`src/rtl/apb_slave_regs.sv`:
```
// apb_slave_regs
//   APB register-bank slave downstream of the AHB-to-APB bridge. It latches the
//   setup phase and inserts WAIT_STATES access cycles. On completion it commits
//   a write or returns a read from NUM_REGS 32-bit registers. The index just
//   above the registers holds a read-only STATUS word, {read_count, write_count}.
//   Out-of-range accesses and writes to STATUS complete with PSLVERR.
//
// Parameters
//   NUM_REGS     number of read/write registers (1..62)
//   WAIT_STATES  access cycles before PREADY (0..15)
// Ports
//   HCLK     in   system clock, rising edge
//   HRST     in   asynchronous active-high reset
//   PSEL     in   slave select
//   PENABLE  in   access-phase indicator
//   PWRITE   in   1 = write, 0 = read
//   PADDR    in   [7:0] byte offset, word index = PADDR[7:2]
//   PWDATA   in   [31:0] write data
//   PRDATA   out  [31:0] read data, non-zero only while PREADY on a read
//   PREADY   out  transfer complete
//   PSLVERR  out  error response, only while PREADY
module apb_slave_regs #(
  parameter int NUM_REGS    = 4,
  parameter int WAIT_STATES = 0
) (
  input  logic        HCLK,
  input  logic        HRST,
  input  logic        PSEL,
  input  logic        PENABLE,
  input  logic        PWRITE,
  input  logic [7:0]  PADDR,
  input  logic [31:0] PWDATA,
  output logic [31:0] PRDATA,
  output logic        PREADY,
  output logic        PSLVERR
);

  localparam int          IW         = (NUM_REGS > 1) ? $clog2(NUM_REGS) : 1;
  localparam logic [5:0]  STATUS_IDX = 6'(NUM_REGS);

  typedef enum logic {IDLE, ACCESS} state_e;

  state_e        state_q, state_d;
  logic [5:0]    idx_q, idx_d;
  logic          wr_q, wr_d;
  logic [31:0]   wdata_q, wdata_d;
  logic [3:0]    cnt_q, cnt_d;
  logic [15:0]   rd_cnt_q, rd_cnt_d;
  logic [15:0]   wr_cnt_q, wr_cnt_d;
  logic [31:0]   regs_q [NUM_REGS];
  logic [31:0]   regs_d [NUM_REGS];

  logic          is_reg;
  logic          is_status;
  logic          err;
  logic          complete;
  logic [IW-1:0] ridx;

  // Byte-lane bits of the address carry no meaning for a word-only bank.
  logic unused_addr_bits;
  assign unused_addr_bits = ^PADDR[1:0];

  // Decode of the latched transfer; everything here depends only on flops, so
  // the outputs clear the moment HRST clears the state.
  assign ridx      = idx_q[IW-1:0];
  assign is_reg    = (idx_q < STATUS_IDX);
  assign is_status = (idx_q == STATUS_IDX);
  assign err       = !is_reg && !(is_status && !wr_q);
  assign PREADY    = (state_q == ACCESS) && (cnt_q == 4'd0);
  assign complete  = PREADY && PSEL && PENABLE;
  assign PSLVERR   = PREADY && err;

  always_comb begin
    PRDATA = 32'h0;
    if (PREADY && !wr_q) begin
      if (is_reg)         PRDATA = regs_q[ridx];
      else if (is_status) PRDATA = {rd_cnt_q, wr_cnt_q};
    end
  end

  always_comb begin
    // NOTE: every variable gets a default before any branch, so no path leaves
    // a value unassigned and no latch is inferred.
    state_d  = state_q;
    idx_d    = idx_q;
    wr_d     = wr_q;
    wdata_d  = wdata_q;
    cnt_d    = cnt_q;
    rd_cnt_d = rd_cnt_q;
    wr_cnt_d = wr_cnt_q;
    regs_d   = regs_q;

    unique case (state_q)
      IDLE: begin
        // A lone PENABLE without a setup phase is not a transfer.
        if (PSEL && !PENABLE) begin
          state_d = ACCESS;
          idx_d   = PADDR[7:2];
          wr_d    = PWRITE;
          wdata_d = PWDATA;
          cnt_d   = 4'(WAIT_STATES);
        end
      end
      ACCESS: begin
        if (cnt_q != 4'd0) cnt_d = cnt_q - 4'd1;
        if (!PSEL) begin
          // Aborted by the master: nothing commits, nothing is counted.
          state_d = IDLE;
        end else if (complete) begin
          state_d = IDLE;
          // Error transfers are counted like any other completion.
          if (wr_q) wr_cnt_d = wr_cnt_q + 16'd1;
          else      rd_cnt_d = rd_cnt_q + 16'd1;
          if (wr_q && is_reg) regs_d[ridx] = wdata_q;
        end
      end
      default: state_d = IDLE;
    endcase
  end

  // NOTE: state uses non-blocking assignments so every flop samples the values
  // from before the edge, independent of statement order.
  always_ff @(posedge HCLK or posedge HRST) begin
    if (HRST) begin
      state_q  <= IDLE;
      idx_q    <= '0;
      wr_q     <= 1'b0;
      wdata_q  <= '0;
      cnt_q    <= '0;
      rd_cnt_q <= '0;
      wr_cnt_q <= '0;
      // NOTE: the register file has a defined reset value, so it is built
      // from resettable flops rather than a RAM macro.
      for (int i = 0; i < NUM_REGS; i++) regs_q[i] <= '0;
    end else begin
      state_q  <= state_d;
      idx_q    <= idx_d;
      wr_q     <= wr_d;
      wdata_q  <= wdata_d;
      cnt_q    <= cnt_d;
      rd_cnt_q <= rd_cnt_d;
      wr_cnt_q <= wr_cnt_d;
      regs_q   <= regs_d;
    end
  end

endmodule

```
`config.mk`:
```
export PLATFORM = sky130hd
export DESIGN_NAME = apb_slave_regs
export DESIGN_NICKNAME = d
export VERILOG_FILES = /design/src/rtl/apb_slave_regs.sv
export SDC_FILE = /design/constraint.sdc
export NUM_CORES = 1
export LEC_CHECK = 0
export CAP_MARGIN = 5
export CELL_PAD_IN_SITES_DETAIL_PLACEMENT = 0
export CELL_PAD_IN_SITES_GLOBAL_PLACEMENT = 2
export CORE_MARGIN = 2
export CORE_UTILIZATION = 41
export CTS_CLUSTER_DIAMETER = 200
export DETAILED_ROUTE_END_ITERATION = 6
export GPL_TIMING_DRIVEN = 0
export PLACE_DENSITY_LB_ADDON = 0.1
export SYNTH_ARGS = -nofsm -noshare
export SYNTH_HDL_FRONTEND = slang
export SYNTH_SLANG_ARGS = --single-unit
```
`constraint.sdc`:
```
create_clock -name HCLK -period 8.6 [get_ports HCLK]
set_input_delay 1.29 -clock HCLK [delete_from_list [all_inputs] [get_ports HCLK]]
set_output_delay 1.29 -clock HCLK [all_outputs]
set_load 0.005 [all_outputs]
```
## Word-level counts from Yosys, hierarchy flattened

Index checks and enable logic that the tools add are counted.
Widths: inputs -> output; s select.

| storage, ports and cells | value |
|---|---|
| bits of input ports | 45 |
| output and inout bits | 34 |
| flip-flop bits (word level) | 204 |

| operators by class | value |
|---|---|
| multiplexer cells | 16 |
| $lt $le $gt $ge | 3 |
| equality and inequality tests | 3 |
| add/sub/neg operators | 3 |
| bitwise gates (word level) | 3 |
| reduce and logical (&&, ||, !) cells | 21 |

Operators with widths:

| cell | number |
|---|---|
| $mux 32 | 6 |
| $bwmux 128 | 1 |
| $bmux 32 s2 | 1 |
| $demux 32 s2 | 1 |
| $add 16x1->16 const B | 2 |
| $reduce_and 4->1 | 3 |
| $logic_and 1x1->1 | 10 |
| $mux 4 | 2 |
| $pmux 4 s2 | 1 |
| $eq 6x3->1 const B | 1 |
| $lt 6x3->1 const B | 1 |
| $logic_not 1->1 | 4 |
| $logic_not 4->1 | 1 |
| $reduce_and 2->1 | 2 |
| $reduce_bool 4->1 | 1 |
| $sub 4x1->4 const B | 1 |
| $ge 3x3->1 const B | 1 |
| $lt 3x1->1 const B | 1 |
| $mux 1 | 3 |
| $not 2->3 | 1 |
| $ne 2x1->1 const B | 1 |
| $ne 2x2->1 const B | 1 |
| $not 1->1 | 2 |
| $pmux 1 s2 | 1 |

## Depth between registers and ports, before layout

Gate-level depths: netlist (run 1).

| logic depth | value |
|---|---|
| depth after elaboration | 7 |
| depth in mapped cells | 9 |

## Worst setup path after synthesis (run 1)

Ideal clock, no wire load.

| timing | value |
|---|---|
| kind | register -> output |
| start point | register idx_q[0] |
| end point | output PRDATA[10] |
| path slack | 5.598 ns |
| cell stages (with the launch flop) | 6 |
| data required time | 7.310 ns |
| arrival time | 1.712 ns |
| cells stage by stage | dfrtp_1 clkbuf_1 buf_2 mux4_2 a22oi_1 nor2_1 |

| on the way | value |
|---|---|
| word-level cells in the longest chain between the ends | 6 |
| elaborated cells between the ends (all ways) | 9 |
| those cells by class | 1 x order compare; 1 x eq/ne; 6 x mux; 1 x bitwise |

Ends and longest elaborated chain:

| item | RTL line | text |
|---|---|---|
| start: declaration | 44 | `logic [5:0] idx_q, idx_d;` |
| start signal: assignment | 137 | `idx_q <= idx_d;` |
| branches (longest 4 deep; another with $lt 6x3->1) | -- |  |
| $mux 32 * | 76 | `if (is_reg) PRDATA = regs_q[ridx];` |
| $mux 32 * | 75 | `if (PREADY && !wr_q) begin` |
| end: declaration | 33 | `output logic [31:0] PRDATA,` |

Every way passes the cells marked *. The select of a mux whose other input is x is not followed.

## Worst setup path in the final report (run 1)

| timing | value |
|---|---|
| start point | register idx_q[0] |
| end point | output PRDATA[8] |

The elaborated chain is that of the path after synthesis.

==> results of run 1 <==
-- worst max-delay path by stage --
stage	from	endpoint	slack [ns]	depth (start not counted)
after global placement	HRST	cnt_q[1]	-0.67	2
after floorplan	HRST	cnt_q[0]	1.74	1
final	idx_q[0]	PRDATA[8]	3.99	8
after detailed placement	idx_q[0]	PRDATA[8]	4.51	8
after global routing	idx_q[0]	PRDATA[8]	3.80	8
after CTS	idx_q[0]	PRDATA[8]	3.91	8
-- worst max-delay path, cell delays in order (launching register included) --
cell and delay [ns]:
sky130_fd_sc_hd__dfrtp_1 0.36, sky130_fd_sc_hd__clkbuf_1 0.30, sky130_fd_sc_hd__nor2_1 0.25, sky130_fd_sc_hd__and3_1 0.17
sky130_fd_sc_hd__clkbuf_1 0.36, sky130_fd_sc_hd__clkbuf_1 0.48, sky130_fd_sc_hd__a22oi_1 0.18, sky130_fd_sc_hd__nor2_1 0.17
sky130_fd_sc_hd__clkdlybuf4s50_1 0.53
-- through the flow --
stage	TNS [ns]	total power [mW]
global placement	-133.04	1.41
finish	0	2.45
floorplan	0	1.31
detailed placement	0	1.42
global route	0	2.57
CTS	0	2.49
-- Yosys cell counts --
cell type                   count
sky130_fd_sc_hd__ha_1           3
sky130_fd_sc_hd__clkbuf_1      16
sky130_fd_sc_hd__nor2_1        40
sky130_fd_sc_hd__nand4b_2       1
sky130_fd_sc_hd__mux2i_1        1
sky130_fd_sc_hd__or2_1          1
sky130_fd_sc_hd__or4_4          1
sky130_fd_sc_hd__nor4_1         4
sky130_fd_sc_hd__or2b_1         1
sky130_fd_sc_hd__nand3b_1       1
sky130_fd_sc_hd__nand2b_1       2
sky130_fd_sc_hd__inv_1          8
sky130_fd_sc_hd__a21boi_0       1
sky130_fd_sc_hd__buf_6          4
sky130_fd_sc_hd__o2bb2ai_1      1
sky130_fd_sc_hd__or3b_4         1
sky130_fd_sc_hd__nor3_1         7
sky130_fd_sc_hd__buf_2         15
sky130_fd_sc_hd__o21ai_0        3
sky130_fd_sc_hd__nand4_1        9
sky130_fd_sc_hd__a22oi_1       32
sky130_fd_sc_hd__xnor2_1       17
sky130_fd_sc_hd__and4b_1        1
sky130_fd_sc_hd__nand4b_1       1
sky130_fd_sc_hd__mux2_2       162
sky130_fd_sc_hd__mux4_2        32
sky130_fd_sc_hd__xnor2_2        1
sky130_fd_sc_hd__nand2_1       19
sky130_fd_sc_hd__a21oi_1        1
sky130_fd_sc_hd__and4bb_2       1
sky130_fd_sc_hd__nor3b_1        3
sky130_fd_sc_hd__dfrtp_1      204
sky130_fd_sc_hd__buf_4          3
sky130_fd_sc_hd__and3_1         5
sky130_fd_sc_hd__and4_1         2
sky130_fd_sc_hd__nor4b_1        1
sky130_fd_sc_hd__nand3_1        7
sky130_fd_sc_hd__mux2_1         6
sky130_fd_sc_hd__xor2_1        12
sky130_fd_sc_hd__nor4_4         1
sky130_fd_sc_hd__nor2b_1        1
sky130_fd_sc_hd__nand4_2        1
-- sequential cells by signal (all words and copies together) (netlist names) --
| signal | flops |
|---|---|
| regs_q | 128 |
| wdata_q | 32 |
| rd_cnt_q | 16 |
| wr_cnt_q | 16 |
| idx_q | 6 |
| cnt_q | 4 |
| state_q | 1 |
| wr_q | 1 |
-- where the power goes --
part	leakage (nW)	internal (mW)	total, mW	switching (mW)
Sequential	2.75	1.03	1.12	0.0809
Combinational	1.90	0.140	0.284	0.144
Clock	0.399	0.648	1.05	0.405
Total	5.04	1.82	2.45	0.629
-- logic make-up after synthesis --
family                     count (synthesis)  share of synthesized area
DFF                                      204                      0.559
muxes                                    201                      0.287
and+or+nand+nor                          111                     0.0652
buffers and inverters                     46                     0.0255
AOI/OAI and AO/OA                         38                     0.0303
xor gates and xnor gates                  30                     0.0296
adders and majority gates                  3                    0.00411
-- per-layer routing --
layer / global-route usage / wire length (microns) / part of all wire
met1: 0.264 / 9880 / 0.46
met5: 0 / 0 / 0
met4: 0.0450 / 362 / 0.017
met2: 0.305 / 10400 / 0.49
met3: 0.0303 / 694 / 0.033
-- cell type report --
| class | count | area, sq um |
|---|---|---|
| Fill cell | 1884 | 10700 |
| Sequential cell | 204 | 5100 |
| Multi-Input combinational cell | 383 | 3800 |
| Timing Repair Buffer | 78 | 793 |
| Clock buffer | 32 | 682 |
| Tap cell | 280 | 350 |
| Buffer | 38 | 203 |
| Clock inverter | 11 | 144 |
| Inverter | 8 | 37.5 |
==> key figures, run 1 <==
Run status
  – Status: complete, no violations

Logic synthesis
  – Avg Synthesized Cell Area: roughly 14 sq um
  – Portion of the post-synthesis area used by sequential elements: 0.559
  – Cell taking the most area after synthesis: sky130_fd_sc_hd__dfrtp_1
  – Cells after synthesis: 633
  – Post-synthesis cell type count: 42
  – Net count after synthesis: 681
  – Number of warnings issued by yosys: 0
  – Post-synthesis instance area: 9140 sq um
  – Number of synthesized register bits: just over 200
  – Area share of the largest cell type after synthesis: 0.559
  – Top cells by area, synth: sky130_fd_sc_hd__dfrtp_1, sky130_fd_sc_hd__mux2_2, sky130_fd_sc_hd__mux4_2

Finish
  – Commonest cells after routing, fill and taps aside: sky130_fd_sc_hd__dfrtp_1, sky130_fd_sc_hd__mux2_2, sky130_fd_sc_hd__clkdlybuf4s50_1
  – Layout area overhead: 21.6%
  – Area of all placed cells without fillers: 11100 sq um
  – Post-layout instance count excluding filler cells: 1034
  – Number of nets in the layout: 785
  – Ant diodes: 0
  – Final core utilization: 0.509
  – Most common cell after layout, fill and taps aside: sky130_fd_sc_hd__dfrtp_1
  – Share of cells above drive strength 1: 0.351

Worst setup path
  – Reg2Reg Launch Point: cnt_q[0]
  – Worst setup EP type: output port
  – R2R cell count: 6
  – Arrival @ worst endpoint: 3.32 ns
  – Crit-path max FO: 10
  – Critical path startpoint category: flop
  – Reg2reg end: rd_cnt_q[12]
  – Flop-to-flop setup slack: 6.13 ns
  – Critical path data required time: 7.31 ns
  – Critical Setup Path Class: flop to output port

Timing
  – Worst hold margin: 0.479 ns
  – Least-Margin Pin Slew: roughly 1.0 ns
  – RSZ-0062 raised after global routing: false
  – Worst-case headroom to the max-slew limit: 0.319
  – Final setup skew: 0.0140 ns
  – Final period utilization: 0.536
  – Maximum frequency from static timing analysis: 0.217 GHz
  – Shortest clock period the worst path allows after layout: 4.61 ns
  – Worst path setup slack after routing: 3.99 ns
  – Total setup violations reported at the end of the flow: 0
  – Final-report hold violation count: 0
  – Total count of max-transition violations in the final report: 0

CTS
  – Clock insertion delay at the later pin of the skew report: 0.52 ns
  – CTS clock-pin slew for the worst setup and hold paths: 0.06 ns
  – Clock buffer count from CTS: 24
  – Number of gates resized after cts: 0
  – H-tree lvl count: 1
  – Clock tree root driver cell: sky130_fd_sc_hd__clkbuf_16
  – Post-CTS repair timing setup buffer count: 0
  – TritonCTS clock tree: yes
  – Hold Buf Count CTS: 0
  – Clock Sink Count: approximately 200
  – Maximum root-to-sink buffer count: 3

Pwr
  – Leakage power figure: 5.04 nW
  – Largest voltage drop on the vdd net: 0.000126 V
  – Power density normalized to cell area: 221 nW/um^2

Drt
  – Final WL: around 21000 microns
  – Iteration count of the initial detailed-routing pass: 4
  – Post-route DRC: 0
  – Via-to-Cell Ratio: 5.40
  – Via Count: ~5600
  – Post-detailed-route count of antenna-violating nets: 0
  – Routed length per placed instance: 20.6 microns
  – Detailed router's first-iteration violation count: ~260

Worst hold path
  – Hold Crit Start: rd_cnt_q[15]
  – Worst hold path type: flop to flop
  – Min-Delay Endpoint: rd_cnt_q[15]
  – Worst hold stages: 1

Run
  – Number of violations of the max-capacitance limit: 0

Die
  – Number of I/O pins: between 70 and 80
  – Overall die area: 23500 sq um
  – Die span in y: around 150 microns
  – Std-Cell Core Area: 21800 sq um
  – Die Width: 153 microns
  – Starting utilization of the core area: 0.419
  – Placement row count: 54

Place
  – Final weighted congestion of routability-driven global placement: between 0.7 and 0.8
  – Post-placement cell count: 991
  – Number of buffer cells added on primary ports: 76
  – Cell area after placement: 10300 sq um
  – Hpwl dp: approximately 14000 microns
  – Pre-CTS WS: about 4.5 ns

Global routing
  – First-pass GRT wire length: 34900 microns
  – Antenna violations before repair: 0
  – Total global routing overflow: 0
  – Pin count of the biggest net entering global routing: 124
  – Total track usage: 0.187
  – Vias in the first global route: 6170
Note: power is estimated with default switching activity, not from simulation.
==> inputs of run 2 (changes only) <==
Settings changed: CORE_UTILIZATION 41 to 37.
Clock period 8.6 ns to 3.9 ns, I/O delays scaled along.
==> run 2 against run 1 <==
  * Clock power increased by 110%
  * Worst setup slack got worse by 3.8 ns
  * Critical path depth decreased by 2
  * Register-to-register slack got worse by 4.8 ns
  * Clock-buffer cell count increased by 5
  * First-iteration DRC count decreased by 24%
  * Largest power group unchanged
==> key figures, run 2 (synthesized netlist as in run 1, its figures left out) <==
Worst setup path
  – Critical Setup Path Class: flop to output port
  – R2R cell count: 9 (+3)
  – Reg2reg end: regs_q[97]
  – Cells traversed along the worst timing path: clkbuf_1, clkbuf_1, mux4_2, a22oi_1, nor2_1, clkdlybuf4s50_1
  – Worst setup EP type: output port
  – Critical path startpoint category: flop
  – Maximum single-stage delay on the critical path: 0.65 ns (+0.12 ns)
  – Critical-path top delay cell: sky130_fd_sc_hd__clkbuf_1
  – Flop-to-flop setup slack: 1.38 ns (-4.75 ns)
  – Critical path's most frequent cell: sky130_fd_sc_hd__clkbuf_1
  – Arrival @ worst endpoint: 3.17 ns (-0.15 ns)
  – Crit-path max FO: 10 (unchanged)
  – Cell family with the largest share of critical-path delay: buffers and inverters
  – Buffering stage count on the worst path with inverters included: 3 (-1)
  – Reg2Reg Launch Point: cnt_q[0]
  – Critical path data required time: 3.31 ns (-4.00 ns)

Drt
  – Via-to-Cell Ratio: 5.15 (-4.7%)
  – Via Count: 5548 (-0.64%)
  – Post-route DRC: 0 (unchanged)
  – Detailed router's first-iteration violation count: 200 (-24%)
  – Iteration count of the initial detailed-routing pass: 6 (+2)
  – Routed length per placed instance: 20.3 microns (-1.7%)
  – Post-detailed-route count of antenna-violating nets: 0 (unchanged)
  – Final WL: 21800 microns (+2.4%)

Timing
  – Worst-case headroom to the max-slew limit: 0.340 (+0.0206)
  – RSZ-0062 raised after global routing: false
  – Total setup violations reported at the end of the flow: 0 (unchanged)
  – Shortest clock period the worst path allows after layout: 3.76 ns
  – Final setup skew: 0.0152 ns (+0.00120 ns)
  – Final period utilization: 0.963
  – Total count of max-transition violations in the final report: 0 (unchanged)
  – Least-Margin Pin Slew: 0.982 ns (-0.0306 ns)
  – Maximum frequency from static timing analysis: 0.266 GHz
  – Final-report hold violation count: 0 (unchanged)

Run
  – Number of violations of the max-capacitance limit: 0 (unchanged)

Place
  – Final weighted congestion of routability-driven global placement: 0.718 (-2.8%)
  – Number of buffer cells added on primary ports: 76 (unchanged)
  – Post-placement cell count: 1037 (+4.6%)
  – Hpwl dp: 14800 microns (+4.9%)

Die
  – Number of I/O pins: 79 (unchanged)
  – Overall die area: 26000 sq um (+11%)
  – Die Width: 161 microns (+5.1%)
  – Std-Cell Core Area: 24300 sq um (+11%)
  – Placement row count: 57 (+5.6%)
  – Die span in y: 161 microns (+5.1%)
  – Starting utilization of the core area: 0.376 (-0.0430)

Pwr
  – Leakage power figure: 5.07 nW (+0.49%)
  – Power density normalized to cell area: 477 nW/um^2 (+120%)
  – Total design power: 5.34 mW (+120%)
  – Largest voltage drop on the vdd net: 0.000296 V (+130%)

CTS
  – TritonCTS clock tree: yes
  – Clock insertion delay at the later pin of the skew report: 0.51 ns (about the same)
  – Clock tree root driver cell: sky130_fd_sc_hd__clkbuf_16
  – CTS clock-pin slew for the worst setup and hold paths: 0.06 ns (about the same)
  – Clock buffer count from CTS: 24 (unchanged)
  – H-tree lvl count: 1 (unchanged)
  – Post-CTS repair timing setup buffer count: 0 (unchanged)
  – Maximum root-to-sink buffer count: 3 (unchanged)
  – Hold Buf Count CTS: 0 (unchanged)
  – Clock Sink Count: 204 (unchanged)

Finish
  – Ant diodes: 0 (unchanged)
  – Largest register by flop count: regs_q
  – Number of nets in the layout: 785 (unchanged)
  – Share of cells above drive strength 1: 0.357 (+0.00531)
  – Count of filler cells inserted in the layout: 2205 (+17%)
  – Max reg flops: 128 (unchanged)
  – Registers with the most flip-flops: regs_q x128, wdata_q x32
  – Layout area overhead: 22.5%
  – Post-layout instance count excluding filler cells: 1078 (+4.3%)
  – Commonest cells after routing, fill and taps aside: sky130_fd_sc_hd__dfrtp_1, sky130_fd_sc_hd__mux2_2, sky130_fd_sc_hd__clkdlybuf4s50_1
  – Most common cell after layout, fill and taps aside: sky130_fd_sc_hd__dfrtp_1

Worst hold path
  – Worst hold path type: flop to flop
  – Min-Delay Endpoint: rd_cnt_q[15]
  – Worst hold stages: 1 (unchanged)
  – Hold Crit Start: rd_cnt_q[15]

Run status
  – Status: complete, no violations

Global routing
  – Antenna violations before repair: 0 (unchanged)
  – Total global routing overflow: 0 (unchanged)
  – Total track usage: 0.174 (-0.0133)
  – First-pass GRT wire length: 35200 microns (+0.99%)
  – Pin count of the biggest net entering global routing: 44 (-65%)
  – Vias in the first global route: 6050 (-1.9%)
## run 2: cell count changes in the layout (fill, tap and decap cells not counted)
cell / previous run / this run
sky130_fd_sc_hd__buf_12: 0 / 4
sky130_fd_sc_hd__clkbuf_2: 0 / 4
sky130_fd_sc_hd__clkbuf_1: 20 / 17
sky130_fd_sc_hd__clkbuf_8: 3 / 5
sky130_fd_sc_hd__clkinvlp_4: 3 / 1
sky130_fd_sc_hd__inv_8: 2 / 0
sky130_fd_sc_hd__buf_16: 1 / 0
sky130_fd_sc_hd__buf_2: 16 / 15
sky130_fd_sc_hd__bufinv_16: 3 / 2
sky130_fd_sc_hd__nor3b_1: 3 / 2
sky130_fd_sc_hd__nor3b_2: 0 / 1
## run 2: worst max-delay path by stage
stage	start	to	slack [ns]	cells after the start
2_1_floorplan	HRST	cnt_q[0]	0.67	1
3_3_place_gp	HRST	idx_q[4]	-0.85	2
3_5_place_dp	idx_q[0]	PRDATA[9]	0.45	8
4_1_cts	idx_q[0]	PRDATA[15]	0.06	6
5_1_grt	idx_q[1]	PRDATA[15]	0.02	6
6_report	idx_q[1]	PRDATA[19]	0.14	6
## run 2: cell type report
| class | count | area (sq um) | share of cell area |
|---|---|---|---|
| clock inverters | 6 | 80.1 | 0.00715 |
| multi-input cells | 383 | 3810 | 0.340 |
| inverters | 8 | 33.8 | 0.00302 |
| repair buffers | 80 | 841 | 0.0751 |
| flip-flops and latches | 204 | 5100 | 0.456 |
| plain buffers | 36 | 200 | 0.0179 |
| clock buffers | 37 | 721 | 0.0644 |
| well taps | 324 | 405 | 0.0362 |
## run 2: repair_timing
action / 4_1_cts / 5_1_grt
setup endpoints to repair: 16 / 22
endpoints found under the hold margin: 0 / 0
gates resized for setup: 3 / 2
cloned: 0 / 0
## run 2: through the flow
stage | area [sq um] | hold slack [ns] | worst slack (ns) | setup TNS [ns] | utilization
global placement | 10300 | 0.462 | -0.847 | -169.13 | 0.424
floorplan | 9140 | 0.442 | 0.671 | 0 | -
detailed placement | 10400 | 0.463 | 0.450 | 0 | 0.427
global route | 11200 | 0.487 | 0.0204 | 0 | 0.460
finish | 11200 | 0.476 | 0.143 | 0 | 0.460
CTS | 11200 | 0.479 | 0.0556 | 0 | 0.461
## run 2: routing by layer
metal  track usage  wire [microns]
met5             0               0
met2         0.298           10900
met3        0.0280             691
met1         0.233            9820
met4        0.0422             429
## run 2: where the power goes
part | internal [mW] | switching [mW] | total, mW
sequential | 2.28 | 0.190 | 2.47
combinational | 0.312 | 0.311 | 0.623
clock | 1.40 | 0.845 | 2.24
## run 2: worst register-to-register path: stages (launching register included)
cell and delay [ns]:
sky130_fd_sc_hd__dfrtp_1 0.41, sky130_fd_sc_hd__inv_1 0.07, sky130_fd_sc_hd__ha_1 0.21, sky130_fd_sc_hd__and4bb_2 0.35, sky130_fd_sc_hd__and4_1 0.23, sky130_fd_sc_hd__buf_6 0.14
sky130_fd_sc_hd__and3_1 0.14, sky130_fd_sc_hd__buf_2 0.21, sky130_fd_sc_hd__buf_4 0.27, sky130_fd_sc_hd__mux2_2 0.36
==> inputs of run 3 (changes only) <==
Settings changed: CORE_UTILIZATION 37 to 45.
Clock period 3.9 ns to 4.45 ns, I/O delays scaled along.
==> run 3 against run 2 <==
  * Utilization increased by 9.0 points
  * Combinational power is 11% lower
  * Worst hold slack about the same
  * Clock power decreased by 19%
  * Worst setup slack better by 0.31 ns
  * Final cell count down 5.1%
  * Critical path depth is 2 higher
  * Non-clock buffer count is 3 higher
  * First-iteration DRC count grew 6.5%
  * Clock skew down 0.0056 ns
  * Routed wire length down 6.4%
  * Power shrank 15%
  * Critical endpoint unchanged
  * Largest power group unchanged
  * Highest routed layer unchanged
==> key figures, run 3 (synthesized netlist as in run 1, its figures left out) <==
Worst setup path
  – R2R cell count: 3 (-6)
  – Arrival @ worst endpoint: 3.33 ns (+0.16 ns)
  – Critical Setup Path Class: flop to output port
  – Critical path startpoint: idx_q[0]
  – Reg2Reg Launch Point: state_q
  – Critical path startpoint category: flop
  – Critical path data required time: 3.78 ns (+0.47 ns)
  – Crit-path max FO: 10 (unchanged)
  – Worst setup EP type: output port

Die
  – Starting utilization of the core area: 0.455 (+0.0788)
  – Number of I/O pins: 79 (unchanged)
  – Die span in y: 147 microns (-9.1%)
  – Std-Cell Core Area: 20100 sq um (-17%)
  – Die Width: 147 microns (-9.1%)
  – Placement row count: 52 (-8.8%)
  – Overall die area: 21500 sq um (-17%)

Drt
  – Via Count: 5483 (-1.2%)
  – Routed length per placed instance: 20.0 microns (-1.3%)
  – Detailed router's first-iteration violation count: 213 (+6.5%)
  – Iteration count of the initial detailed-routing pass: 4 (-2)
  – Post-detailed-route count of antenna-violating nets: 0 (unchanged)
  – Final WL: 20400 microns (-6.4%)
  – Via-to-Cell Ratio: 5.36 (+4.1%)
  – Post-route DRC: 0 (unchanged)

CTS
  – H-tree lvl count: 1 (unchanged)
  – CTS clock-pin slew for the worst setup and hold paths: 0.06 ns (about the same)
  – Clock buffer count from CTS: 23 (-4.2%)
  – Clock Sink Count: 204 (unchanged)
  – Clock tree root driver cell: sky130_fd_sc_hd__clkbuf_16
  – Clock insertion delay at the later pin of the skew report: 0.51 ns (about the same)
  – TritonCTS clock tree: yes
  – Maximum root-to-sink buffer count: 3 (unchanged)
  – Post-CTS repair timing setup buffer count: 0 (unchanged)
  – Number of gates resized after cts: 0 (-3)
  – Hold Buf Count CTS: 0 (unchanged)

Finish
  – Max reg flops: 128 (unchanged)
  – Largest register by flop count: regs_q
  – Number of nets in the layout: 787 (+0.25%)
  – Ant diodes: 0 (unchanged)
  – Commonest cells after routing, fill and taps aside: sky130_fd_sc_hd__dfrtp_1, sky130_fd_sc_hd__mux2_2, sky130_fd_sc_hd__clkdlybuf4s50_1
  – Area of all placed cells without fillers: 11100 sq um (-1.2%)
  – Registers with the most flip-flops: regs_q x128, wdata_q x32
  – Layout area overhead: 21.0%
  – Share of cells above drive strength 1: 0.345 (-0.0115)
  – Most common cell after layout, fill and taps aside: sky130_fd_sc_hd__dfrtp_1
  – Final core utilization: 0.550 (+0.0899)

Timing
  – RSZ-0062 raised after global routing: false
  – Shortest clock period the worst path allows after layout: between 3 and 4 ns
  – Final-report hold violation count: 0 (unchanged)
  – Least-Margin Pin Slew: 1.22 ns (+0.243 ns)
  – Total setup violations reported at the end of the flow: 0 (unchanged)
  – Final period utilization: 0.898
  – Worst-case headroom to the max-slew limit: 0.182 (-0.158)
  – Final setup skew: 0.00966 ns (-0.00557 ns)
  – Total count of max-transition violations in the final report: 0 (unchanged)
  – Maximum frequency from static timing analysis: 0.250 GHz

Place
  – Number of buffer cells added on primary ports: 76 (unchanged)
  – Final weighted congestion of routability-driven global placement: 0.749 (+4.2%)
  – Hpwl dp: 14000 microns (-5.3%)
  – Cell area after placement: 10300 sq um (-0.51%)

Pwr
  – Switching power: 1.16 mW (-14%)
  – Switching power as a share of total power: 0.256 (+0.00383)
  – Combinational group share of total power: 0.122 (+0.005)
  – Sequential share of power: 0.477 (+0.014)
  – Cell internal pwr: 3.37 mW (-16%)
  – Leakage power figure: 5.02 nW (-0.96%)
  – Largest voltage drop on the vdd net: 0.000273 V (-7.8%)
  – Clock power frac: 0.401 (-0.019)
  – Power density normalized to cell area: 409 nW/um^2 (-14%)

Worst hold path
  – Worst hold stages: 1 (unchanged)
  – Hold Crit Start: rd_cnt_q[15]
  – Worst hold path type: flop to flop

Run
  – Number of violations of the max-capacitance limit: 0 (unchanged)

Global routing
  – Total track usage: 0.198 (+0.0239)
  – Antenna violations before repair: 0 (unchanged)
  – First-pass GRT wire length: 33500 microns (-5.0%)
  – Total global routing overflow: 0 (unchanged)
  – Pin count of the biggest net entering global routing: 46 (+4.5%)
  – Vias in the first global route: 5964 (-1.4%)

Run status
  – Status: complete, no violations
==> run 3: cell types whose count changed in the layout (fill, tap and decap cells not counted), sizes merged <==
cell / before / now
bufinv: 2 / 1
inv: 7 / 8
buf: 26 / 27
clkinv: 4 / 1
clkbuf: 51 / 52
==> run 3: path summary, 6_finish.rpt <==
kind                           endpoint  slack (ns)
setup / recovery             PRDATA[19]        0.45
hold / removal             rd_cnt_q[15]        0.48
setup reg to reg            wdata_q[26]        1.90
hold reg to reg            rd_cnt_q[15]        0.48
max in group asynchronous      idx_q[4]        2.84
min in group asynchronous    regs_q[12]        0.56
==> run 3: layout make-up <==
class,instances,area (sq um)
Clock inverter,3,43.8
Fill cell,1694,9040
Sequential cell,204,5100
Inverter,8,33.8
Multi-Input combinational cell,383,3800
Tap cell,270,338
Buffer,38,203
Clock buffer,36,674
Timing Repair Buffer,81,861
==> run 3: per-stage QoR <==
| step | power, mW | worst slack (ns) | hold WS [ns] | cells | TNS, ns |
|---|---|---|---|---|---|
| 2_1_floorplan | 2.52 | 1.14 | 0.442 | 633 | 0 |
| 3_3_place_gp | 2.72 | -0.300 | 0.464 | 979 | -56.42 |
| 3_5_place_dp | 2.76 | 0.936 | 0.465 | 984 | 0 |
| 4_1_cts | 4.59 | 0.406 | 0.475 | 1023 | 0 |
| 5_1_grt | 4.74 | 0.231 | 0.489 | 1023 | 0 |
| 6_report | 4.53 | 0.453 | 0.476 | 1023 | 0 |
==> run 3: power by group through the flow <==
stage | clock [mW] | combinational, mW | sequential, mW
floorplan | 0 | 0.394 | 2.13
global placement | 0 | 0.536 | 2.18
detailed placement | 0 | 0.569 | 2.19
CTS | 1.86 | 0.572 | 2.16
global route | 1.94 | 0.616 | 2.19
finish | 1.81 | 0.554 | 2.16
==> run 3: critical path: stages (launching register included) <==
cell and delay, ns:
sky130_fd_sc_hd__dfrtp_1 0.36, sky130_fd_sc_hd__clkbuf_1 0.29, sky130_fd_sc_hd__nor2_1 0.27, sky130_fd_sc_hd__and3_1 0.18, sky130_fd_sc_hd__clkbuf_1 0.34, sky130_fd_sc_hd__clkbuf_1 0.45
sky130_fd_sc_hd__a22oi_1 0.16, sky130_fd_sc_hd__nor2_1 0.22, sky130_fd_sc_hd__clkdlybuf4s50_1 0.55
==> run 3: routing by layer <==
layer | vias up | global-route usage | wire [microns]
met2 | 91 | 0.340 | 10200
li1 | 2521 | - | -
met1 | 2841 | 0.269 | 9060
met5 | - | 0 | 0
met4 | 0 | 0.0456 | 441
met3 | 30 | 0.0288 | 732
